**src/rtl/quad_enc_decoder_if.sv**
```systemverilog
// Quadrature encoder decoder bundle: raw encoder channels and controls in, position/velocity status out.
// master drives the encoder side; slave is the decoder.
interface quad_enc_decoder_if #(
  parameter int POS_W = 14,
  parameter int VEL_W = 16
);
  logic             a_in;
  logic             b_in;
  logic             z_in;
  logic             zero_req;
  logic             index_home_en;
  logic [POS_W-1:0] pos;
  logic [POS_W-3:0] pos_coarse;
  logic             pos_valid;
  logic             step_pulse;
  logic             dir;
  logic             illegal;
  logic             index_seen;
  logic             stalled;
  logic [VEL_W-1:0] period;
  logic [7:0]       err_cnt;

  modport master (
    output a_in, b_in, z_in, zero_req, index_home_en,
    input  pos, pos_coarse, pos_valid, step_pulse, dir, illegal,
    input  index_seen, stalled, period, err_cnt
  );

  modport slave (
    input  a_in, b_in, z_in, zero_req, index_home_en,
    output pos, pos_coarse, pos_valid, step_pulse, dir, illegal,
    output index_seen, stalled, period, err_cnt
  );
endinterface

```
**src/rtl/quad_enc_decoder.sv**
```systemverilog
// Quadrature A/B(/Z) decoder: sync + glitch filter, x4 position, step period and error count; QDEC_INDEX_EN adds Z homing.
// Input change to pos/step_pulse is FILT_CYCLES+3 cycles; no backpressure, outputs update every cycle.
module quad_enc_decoder #(
  parameter int CPR         = 4096,
  parameter int POS_W       = 14,
  parameter int FILT_CYCLES = 2,
  parameter int VEL_W       = 16,
  parameter bit INVERT_A    = 1'b0,
  parameter bit INVERT_B    = 1'b0,
  parameter bit INVERT_Z    = 1'b0
) (
  input logic               clk,
  input logic               rst_n,
  quad_enc_decoder_if.slave enc
);

`ifdef QDEC_INDEX_EN
  localparam int NCH = 3;
`else
  localparam int NCH = 2;
`endif

  localparam logic [POS_W-1:0] POS_MAX   = POS_W'(4 * CPR - 1);
  localparam logic [VEL_W-1:0] AGE_MAX   = '1;
  localparam logic [7:0]       FILT_LAST = 8'(FILT_CYCLES);
  localparam logic [8:0]       WU_LAST   = 9'(FILT_CYCLES + 2);

  logic [NCH-1:0] raw;
  logic [NCH-1:0] inv;
  logic [NCH-1:0] sync1_q;
  logic [NCH-1:0] sync2_q;
  logic [NCH-1:0] filt;

`ifdef QDEC_INDEX_EN
  assign raw = {enc.z_in, enc.b_in, enc.a_in};
  assign inv = {INVERT_Z, INVERT_B, INVERT_A};
`else
  assign raw = {enc.b_in, enc.a_in};
  assign inv = {INVERT_B, INVERT_A};
  logic unused_index;
  assign unused_index = enc.z_in ^ enc.index_home_en ^ INVERT_Z;
`endif

  always_ff @(posedge clk or negedge rst_n) begin
    if (!rst_n) begin
      sync1_q <= '0;
      sync2_q <= '0;
    end else begin
      sync1_q <= raw ^ inv;
      sync2_q <= sync1_q;
    end
  end

  // The accepted level is visible combinationally in the cycle the last required sample arrives.
  for (genvar i = 0; i < NCH; i++) begin : g_filt
    logic [7:0] cnt_q, cnt_d;
    logic       lvl_q, lvl_d;

    always_comb begin
      lvl_d = lvl_q;
      cnt_d = 8'd0;
      if (sync2_q[i] != lvl_q) begin
        if (cnt_q == FILT_LAST) begin
          lvl_d = sync2_q[i];
        end else begin
          cnt_d = cnt_q + 8'd1;
        end
      end
    end

    assign filt[i] = lvl_d;

    always_ff @(posedge clk or negedge rst_n) begin
      if (!rst_n) begin
        cnt_q <= 8'd0;
        lvl_q <= 1'b0;
      end else begin
        cnt_q <= cnt_d;
        lvl_q <= lvl_d;
      end
    end
  end

  logic [1:0]       cur_ab;
  logic [1:0]       prev_q, prev_d;
  logic             primed_q, primed_d;
  logic [8:0]       wu_q, wu_d;
  logic             valid_q;
  logic [POS_W-1:0] pos_q, pos_d;
  logic             dir_q, dir_d;
  logic             step_q;
  logic             illegal_q;
  logic             seen_q, seen_d;
  logic [7:0]       err_q, err_d;
  logic [VEL_W-1:0] age_q, age_d;
  logic [VEL_W-1:0] period_q, period_d;
  logic             stalled_q, stalled_d;
  logic             cw, acw, step, bad, home;

  assign cur_ab = {filt[0], filt[1]};

  always_comb begin
    cw  = 1'b0;
    acw = 1'b0;
    case ({prev_q, cur_ab})
      4'b0001, 4'b0111, 4'b1110, 4'b1000: cw  = 1'b1;
      4'b0010, 4'b1011, 4'b1101, 4'b0100: acw = 1'b1;
      default: ;
    endcase
  end

  assign step = primed_q & (cw | acw);
  assign bad  = primed_q & ((prev_q ^ cur_ab) == 2'b11);

`ifdef QDEC_INDEX_EN
  logic z_prev_q;

  always_ff @(posedge clk or negedge rst_n) begin
    if (!rst_n) begin
      z_prev_q <= 1'b0;
    end else begin
      z_prev_q <= filt[2];
    end
  end

  assign home = filt[2] & ~z_prev_q & enc.index_home_en;
`else
  assign home = 1'b0;
`endif

  always_comb begin
    prev_d    = prev_q;
    primed_d  = primed_q;
    wu_d      = wu_q;
    pos_d     = pos_q;
    dir_d     = dir_q;
    seen_d    = seen_q;
    err_d     = err_q;
    age_d     = age_q;
    period_d  = period_q;
    stalled_d = stalled_q;

    // Seed only once the pipeline holds real input data, so a resting encoder never looks like a jump.
    if (!primed_q) begin
      if (wu_q == WU_LAST) begin
        prev_d   = cur_ab;
        primed_d = 1'b1;
      end else begin
        wu_d = wu_q + 9'd1;
      end
    end else begin
      prev_d = cur_ab;
    end

    if (step) begin
      dir_d = cw;
      if (cw) begin
        pos_d = (pos_q == POS_MAX) ? '0 : pos_q + 1'b1;
      end else begin
        pos_d = (pos_q == '0) ? POS_MAX : pos_q - 1'b1;
      end
    end

    if (bad && err_q != 8'hFF) begin
      err_d = err_q + 8'd1;
    end

    if (home) begin
      pos_d  = '0;
      seen_d = 1'b1;
    end

    if (enc.zero_req) begin
      pos_d  = '0;
      seen_d = 1'b0;
      err_d  = 8'd0;
    end

    if (step) begin
      age_d     = '0;
      period_d  = (age_q == AGE_MAX) ? AGE_MAX : age_q + 1'b1;
      stalled_d = 1'b0;
    end else if (age_q == AGE_MAX) begin
      period_d  = AGE_MAX;
      stalled_d = 1'b1;
    end else begin
      age_d = age_q + 1'b1;
    end
  end

  always_ff @(posedge clk or negedge rst_n) begin
    if (!rst_n) begin
      prev_q    <= 2'b00;
      primed_q  <= 1'b0;
      wu_q      <= 9'd0;
      valid_q   <= 1'b0;
      pos_q     <= '0;
      dir_q     <= 1'b0;
      step_q    <= 1'b0;
      illegal_q <= 1'b0;
      seen_q    <= 1'b0;
      err_q     <= 8'd0;
      age_q     <= '0;
      period_q  <= '0;
      stalled_q <= 1'b0;
    end else begin
      prev_q    <= prev_d;
      primed_q  <= primed_d;
      wu_q      <= wu_d;
      valid_q   <= primed_q;
      pos_q     <= pos_d;
      dir_q     <= dir_d;
      step_q    <= step;
      illegal_q <= bad;
      seen_q    <= seen_d;
      err_q     <= err_d;
      age_q     <= age_d;
      period_q  <= period_d;
      stalled_q <= stalled_d;
    end
  end

  assign enc.pos        = pos_q;
  assign enc.pos_coarse = pos_q[POS_W-1:2];
  assign enc.pos_valid  = valid_q;
  assign enc.step_pulse = step_q;
  assign enc.dir        = dir_q;
  assign enc.illegal    = illegal_q;
  assign enc.index_seen = seen_q;
  assign enc.stalled    = stalled_q;
  assign enc.period     = period_q;
  assign enc.err_cnt    = err_q;

endmodule
```
**src/flat_wrapper.sv**
```systemverilog
// flat-port wrapper written by rule: the top's interface ports become plain ports
module quad_enc_decoder_flat 
#(
  parameter int CPR         = 4096,
  parameter int POS_W       = 14,
  parameter int FILT_CYCLES = 2,
  parameter int VEL_W       = 16,
  parameter bit INVERT_A    = 1'b0,
  parameter bit INVERT_B    = 1'b0,
  parameter bit INVERT_Z    = 1'b0
)
  (clk, rst_n, enc_a_in, enc_b_in, enc_z_in, enc_zero_req, enc_index_home_en, enc_pos, enc_pos_coarse, enc_pos_valid, enc_step_pulse, enc_dir, enc_illegal, enc_index_seen, enc_stalled, enc_period, enc_err_cnt);
  quad_enc_decoder_if #(.POS_W(POS_W), .VEL_W(VEL_W)) enc_i ();
  input logic clk;
  input logic rst_n;
  input wire logic [$bits(enc_i.a_in)-1:0] enc_a_in;
  input wire logic [$bits(enc_i.b_in)-1:0] enc_b_in;
  input wire logic [$bits(enc_i.z_in)-1:0] enc_z_in;
  input wire logic [$bits(enc_i.zero_req)-1:0] enc_zero_req;
  input wire logic [$bits(enc_i.index_home_en)-1:0] enc_index_home_en;
  output wire logic [$bits(enc_i.pos)-1:0] enc_pos;
  output wire logic [$bits(enc_i.pos_coarse)-1:0] enc_pos_coarse;
  output wire logic [$bits(enc_i.pos_valid)-1:0] enc_pos_valid;
  output wire logic [$bits(enc_i.step_pulse)-1:0] enc_step_pulse;
  output wire logic [$bits(enc_i.dir)-1:0] enc_dir;
  output wire logic [$bits(enc_i.illegal)-1:0] enc_illegal;
  output wire logic [$bits(enc_i.index_seen)-1:0] enc_index_seen;
  output wire logic [$bits(enc_i.stalled)-1:0] enc_stalled;
  output wire logic [$bits(enc_i.period)-1:0] enc_period;
  output wire logic [$bits(enc_i.err_cnt)-1:0] enc_err_cnt;
  assign enc_i.a_in = enc_a_in;
  assign enc_i.b_in = enc_b_in;
  assign enc_i.z_in = enc_z_in;
  assign enc_i.zero_req = enc_zero_req;
  assign enc_i.index_home_en = enc_index_home_en;
  assign enc_pos = enc_i.pos;
  assign enc_pos_coarse = enc_i.pos_coarse;
  assign enc_pos_valid = enc_i.pos_valid;
  assign enc_step_pulse = enc_i.step_pulse;
  assign enc_dir = enc_i.dir;
  assign enc_illegal = enc_i.illegal;
  assign enc_index_seen = enc_i.index_seen;
  assign enc_stalled = enc_i.stalled;
  assign enc_period = enc_i.period;
  assign enc_err_cnt = enc_i.err_cnt;
  quad_enc_decoder #(.CPR(CPR), .POS_W(POS_W), .FILT_CYCLES(FILT_CYCLES), .VEL_W(VEL_W), .INVERT_A(INVERT_A), .INVERT_B(INVERT_B), .INVERT_Z(INVERT_Z)) u_core (.clk(clk), .rst_n(rst_n), .enc(enc_i));
endmodule
```
**config.mk**
```make
export PLATFORM = sky130hd
export DESIGN_NAME = quad_enc_decoder_flat
export DESIGN_NICKNAME = d
export VERILOG_FILES = /design/src/rtl/quad_enc_decoder_if.sv /design/src/rtl/quad_enc_decoder.sv /design/src/flat_wrapper.sv
export SDC_FILE = /design/constraint.sdc
export NUM_CORES = 1
export LEC_CHECK = 0
export CAP_MARGIN = 20
export CELL_PAD_IN_SITES_DETAIL_PLACEMENT = 1
export CELL_PAD_IN_SITES_GLOBAL_PLACEMENT = 1
export CORE_MARGIN = 1.5
export CORE_UTILIZATION = 43
export CTS_CLUSTER_DIAMETER = 150
export DETAILED_ROUTE_END_ITERATION = 8
export PLACE_DENSITY = 0.86
export SYNTH_ARGS = -nofsm -noshare
export SYNTH_HDL_FRONTEND = slang
export SYNTH_SLANG_ARGS = --single-unit
export TNS_END_PERCENT = 1
```
**constraint.sdc**
```tcl
create_clock -name clk -period 3.6 [get_ports clk]
set_input_delay 0.36 -clock clk [delete_from_list [all_inputs] [get_ports clk]]
set_output_delay 0.36 -clock clk [all_outputs]
set_load 0.02 [all_outputs]
```
# After elaboration in Yosys (flattened, before gate mapping)
# Cells that the tools add are included.
# word_totals
register_bits	93
elab_cells	86
input_bits	7
out_inout_bits	56
# classes
mux	28
addsub	7
eq_ne	18
n_reduce_logical	9
n_bitwise	6
# ops
operator	n
$mux 16	5
$mux 14	5
$mux 8	6
$add 8x1->8 const B	3
$add 16x1->16 const B	1
$eq 16x16->1 const B	1
$eq 4x4->1 const B	4
$eq 8x2->1 const B	2
$add 14x1->14 const B	1
$eq 14x14->1 const B	1
$logic_not 14->1	1
$sub 14x1->14 const B	1
$mux 1	10
$add 9x1->9 const B	1
$eq 9x3->1 const B	1
$eq 4x3->1 const B	2
$ne 8x8->1 const B	1
$reduce_bool 2->1	4
$reduce_or 4->1	2
$eq 4x1->1 const B	1
$eq 4x2->1 const B	1
$mux 2	2
$and 1x1->1	2
$eq 2x2->1 const B	1
7 further kinds	9

# Logic depth before layout (Yosys ltp)
# Gate-level depths: netlist (run 1).
# logic_depth
ltp_word	10
depth_mapped	12
mapped_depth_nobuf	10

# Worst setup path before layout (run 1)
# Ideal clock, no wire load.
# synth_path
path_type	reg-to-reg
startpoint	register u_core.pos_q[0], in the netlist u_core.enc.pos[0]
endpoint	register u_core.pos_q[12], in the netlist u_core.enc.pos[12]
period_less_slack_ns	2.757
path_stages_with_launch	8
t_arrival_ns	2.632
t_required_ns	3.475
path_buffers	0
setup_time_ns	0.125
slack_ns	0.843
cell_sequence	dfrtp_1 -> inv_1 -> ha_1 -> or4b_4 -> or3_4 -> or4_2 -> a21oi_1 -> mux2_2
# synth_via
elab_chain_cells	5
word_cells_on_any_way	9
classes_between	add/sub: 2; eq/ne: 1; mux: 5; reduce/logical: 1
# synth_rtl
item	line	source
start: declaration	quad_enc_decoder.sv:89	logic [POS_W-1:0] pos_q, pos_d;
start signal: assignment	quad_enc_decoder.sv:211	pos_q <= pos_d;
$sub 14x1->14 (tied with other cells)	quad_enc_decoder.sv:160	pos_d = (pos_q == '0) ? POS_MAX : pos_q - 1'b1;
$mux 14 (on tied branches)	quad_enc_decoder.sv:160, quad_enc_decoder.sv:158	
$mux 14 (*)	quad_enc_decoder.sv:157	if (cw) begin
$mux 14 (*)	quad_enc_decoder.sv:155	if (step) begin
$mux 14 (*)	quad_enc_decoder.sv:173	if (enc.zero_req) begin
# Mark *: on every way between the ends. The rest lies on a longest branch, timed or not. The select of a mux whose other input is x is not followed.
# A chain may end at the register's enable or synchronous reset.

# Worst setup path in the final report (run 1)
# layout_path
startpoint	register u_core.g_filt[1].cnt_q[0]
endpoint	register u_core.pos_q[12], in the netlist u_core.enc.pos[12]
# layout_via
elab_chain_cells	9
word_cells_on_any_way	21
classes_between	eq/ne: 9; mux: 7; bitwise: 2; reduce/logical: 3
# layout_rtl
item	line	source
start: declaration	quad_enc_decoder.sv:56	logic [7:0] cnt_q, cnt_d;
start signal: assignment	quad_enc_decoder.sv:78	cnt_q <= cnt_d;
$eq 8x2->1 (*)	quad_enc_decoder.sv:63	if (cnt_q == FILT_LAST) begin
$mux 1 (*)	quad_enc_decoder.sv:63	
$mux 1 (*)	quad_enc_decoder.sv:62	if (sync2_q[i] != lvl_q) begin
$eq 4x1->1 (tied with other cells)	quad_enc_decoder.sv:105	case ({prev_q, cur_ab})
$reduce_or 4->1	quad_enc_decoder.sv:105	
$mux 1	quad_enc_decoder.sv:105	
$mux 14 / $or 1x1->1 (equally long branches)	quad_enc_decoder.sv:157, quad_enc_decoder.sv:112	
$mux 14 / $and 1x1->1 (equally long branches)	quad_enc_decoder.sv:155, quad_enc_decoder.sv:112	
$mux 14 / $reduce_bool 2->1 (equally long branches)	-	
# Marks and branches as above.

==> flow_metrics.tcl, run 1 <==
set metrics [dict create \
    critical_path.max_fanout 9 \
    yosys_warnings 0 \
    finalWorstSetupSlack_ns 0.4541 \
    register_area_sq_um 2327 \
    antenna_found_initial 0 \
    synth-seq-cells 93 \
    cp-end-kind "register" \
    min-delay-path-class "input pin to async pin" \
    ctsHoldBuffers 0 \
    hpwlAfterDp_mm 8.758 \
    hold_viol 0 \
    slew_headroom 0.3185 \
    antennaDiodeCount 0 \
    reg2reg_slack_ns 0.45 \
    grt_pass1_wl_mm 21.84 \
    die_w_um 109.8 \
    via_count 3986 \
    synth_cell_types 59 \
    initial_core_util 0.4469 \
    ant_nets 0 \
    grt_overflow 0 \
    powerDensity_nw_per_um2 815.5 \
    max_stage_delay_ns 0.69 \
    cts_setup_buffers 0 \
    setup_violations 0 \
    critPathArrivalTime_ns 3.38 \
    viasPerCell 5.686 \
    fin_nets 573 \
    avgSynthCellArea_sq_um 9.550 \
    synth-edff-count 0 \
    cts_made_buffers 9 \
    worst-path-buf-inv 1 \
    cts_max_level 3 \
    place_ws_ns 0.5353 \
    placed_cell_area_sq_um 5523 \
    grtUsageTotal 0.2336 \
    async_flop_share 1.000 \
    cts-resized-gates 0 \
    dieArea_sq_um 12060 \
    critical-path-top-delay-family "simple AND/OR/NAND/NOR gates" \
    rsz0062_at_grt "no" \
    leakagePower_nw 2.477 \
    portBuffers 59 \
    drtPass1Iterations 4 \
    fmax_mhz 317.9 \
    crit_path_top_delay_cell "or4_2" \
    fillers 1249 \
    final_area_sq_um 5813 \
    synth_top_area_cell "dfrtp_1" \
    chipHeight_um 109.8 \
    drive_above_1_share 0.07487 \
    clock_latency_ns 0.35 \
    syn_area_sq_um 4908 \
    synth_top_area_frac 0.4741 \
    pin_count 63 \
    first_iter_violations 110 \
    routedWlPerCell_um 18.17 \
    clk_path_buf_depth 2 \
    ys_dominant_reg_cell "dfrtp_1" \
    worst_slew_pin_slew_ns 1.019 \
    finalClockSkew_ns 0.009238 \
    num_rows 38 \
    post-route-util 0.5293 \
    path_cells "inv_1 -> ha_1 -> nor3b_1 -> a22oi_1 -> nor2_1 -> nor2_1 -> or4_2 -> a21oi_1 -> mux2_2" \
    netlist_top_cells_area "dfrtp_1 (47%), xor2_1 (5.0%), nand2_1 (4.0%), nand3_1 (3.8%), nor2_1 (3.6%)" \
    cts-root-buf "clkbuf_16" \
    syn2layout_area_growth_pct 18.43 \
    yosysSeqAreaShare 0.4741 \
    clk_pin_slew_worst_paths_ns 0.07 \
    grt_pass1_vias 4330 \
    outcome "finished, final reports clean" \
    synth_cells 514 \
    report.final.slew_viol_count 0 \
    drv_cap 0 \
    critPathKind "register to register" \
    wl_mm 12.74 \
    finalCriticalPeriod_ns 3.146 \
    cp-start-kind "register" \
    multiInputGateArea_sq_um 2315 \
    post-route-period-util 0.8739 \
    cts_tree "yes" \
    required_ns 3.84 \
    grt_max_degree 76 \
    gp_congestion 0.8632 \
    peakVddDrop_uv 460.5 \
    drc 0 \
    setup_tns_ns 0 \
    coreArea_sq_um 10980 \
    hold_slack_ns 0.1539 \
    synth_nets 531 \
    cp_common_cell "nor2_1" \
    cts.sinks 93 \
]
## area by class of cell
class / count / area share
Inverter: 12 / 0.007749
Sequential cell: 93 / 0.4003
Tap cell: 140 / 0.03013
Timing Repair Buffer: 67 / 0.1136
Clock inverter: 5 / 0.009901
Multi-Input combinational cell: 373 / 0.3982
Clock buffer: 11 / 0.04003
## final timing paths
path                            depth (start not counted)                           startpoint                             endpoint
worst max-delay path                                    9  u_core.g_filt[1].cnt_q[0]$_DFF_PN0_       u_core.enc.pos[12]$_DFFE_PN0P_
worst min-delay path                                    1                                rst_n  u_core.g_filt[0].cnt_q[1]$_DFF_PN0_
worst max register to register                          9  u_core.g_filt[1].cnt_q[0]$_DFF_PN0_       u_core.enc.pos[12]$_DFFE_PN0P_
worst min register to register                          0          u_core.sync1_q[1]$_DFF_PN0_          u_core.sync2_q[1]$_DFF_PN0_
max in group asynchronous                               2                                rst_n    u_core.enc.err_cnt[7]$_DFFE_PN0P_
min in group clk                                        0          u_core.sync1_q[1]$_DFF_PN0_          u_core.sync2_q[1]$_DFF_PN0_
## state kept, by name, summed over array words and instances (netlist names)
signal and cells:
u_core.age_q 16, u_core.enc.dir 1, u_core.enc.err_cnt 8, u_core.enc.illegal 1
u_core.enc.period 16, u_core.enc.pos 14, u_core.enc.pos_valid 1, u_core.enc.stalled 1
u_core.enc.step_pulse 1, u_core.g_filt.cnt_q 16, u_core.g_filt.lvl_q 2, u_core.prev_q 2
u_core.primed_q 1, u_core.sync1_q 2, u_core.sync2_q 2, u_core.wu_q 9
## cells in the final DEF, fill, tap and decap left out, drive strengths merged, types with 5 or more instances in the layout
cell	count
nand3	37
ha	10
mux2	5
buf	9
dfrtp	93
nand4	7
and3	12
a21oi	35
nor2b	8
clkbuf	11
inv	14
or4	5
nor3	10
or3	6
nand2b	5
nor4	5
nand2	53
o211ai	17
xor2	28
xnor2	18
mux2i	6
clkdlybuf4s50	58
nor2	47
o21ai	19
## cell usage after synthesis (all sizes together) (2+ instances only)
master	instances
a211oi	4
a21oi	35
and2	4
and3	12
and4	4
buf	22
clkbuf	14
dfrtp	93
ha	10
inv	12
mux2	5
mux2i	6
nand2	53
nand2b	5
nand3	37
nand4	7
nor2	47
nor2b	8
nor3	10
nor3b	3
nor4	5
nor4b	3
o211ai	17
o21ai	19
o22ai	2
o31a	2
or3	6
or3b	2
or4	5
xnor2	18
xor2	28
## worst register-to-register path, stage by stage, from the launching register on
cell	delay, ns
dfrtp_1	0.45
inv_1	0.09
ha_1	0.16
nor3b_1	0.30
a22oi_1	0.17
nor2_1	0.37
nor2_1	0.29
or4_2	0.69
a21oi_1	0.18
mux2_2	0.34
## power by group
group | switching, mW | internal (mW) | total (mW)
logic | 1.38 | 0.925 | 2.31
registers | 0.266 | 1.21 | 1.48
clock network | 0.413 | 0.542 | 0.955
## stage by stage
stage	std cells	power, mW
after CTS	701	4.776
after global placement	685	3.682
after detailed placement	685	3.764
final	701	4.741
after floorplan	514	3.075
after global routing	701	5.063
## kinds of logic (layout without fill, tap and decap cells)
| family | count (synthesis) | count (layout) | synth area share |
|---|---|---|---|
| compound gates | 91 | 91 | 0.1170 |
| simple gates | 214 | 214 | 0.2225 |
| other cells | 1 | 1 | 0.0007640 |
| fa+ha+maj | 10 | 10 | 0.02549 |
| buf+inv | 48 | 95 | 0.05429 |
| xor+xnor | 46 | 46 | 0.08208 |
| mux | 11 | 11 | 0.02371 |
| flops | 93 | 93 | 0.4741 |
## routing by layer
metal  share of wire  GRT usage  wire, um
met5               0          0         0
met1            0.44     0.2961      5579
met4           0.016    0.07143       206
met2            0.52     0.4099      6643
met3           0.024    0.03497       310
Note: power is estimated with default switching activity, not from simulation.
==> run 2: changes to the inputs <==
- CAP_MARGIN: 20 -> default
- SKIP_LAST_GASP: default -> 1
==> results of run 2 <==
Final layout, timing and power as in run 1 (identical DEF).
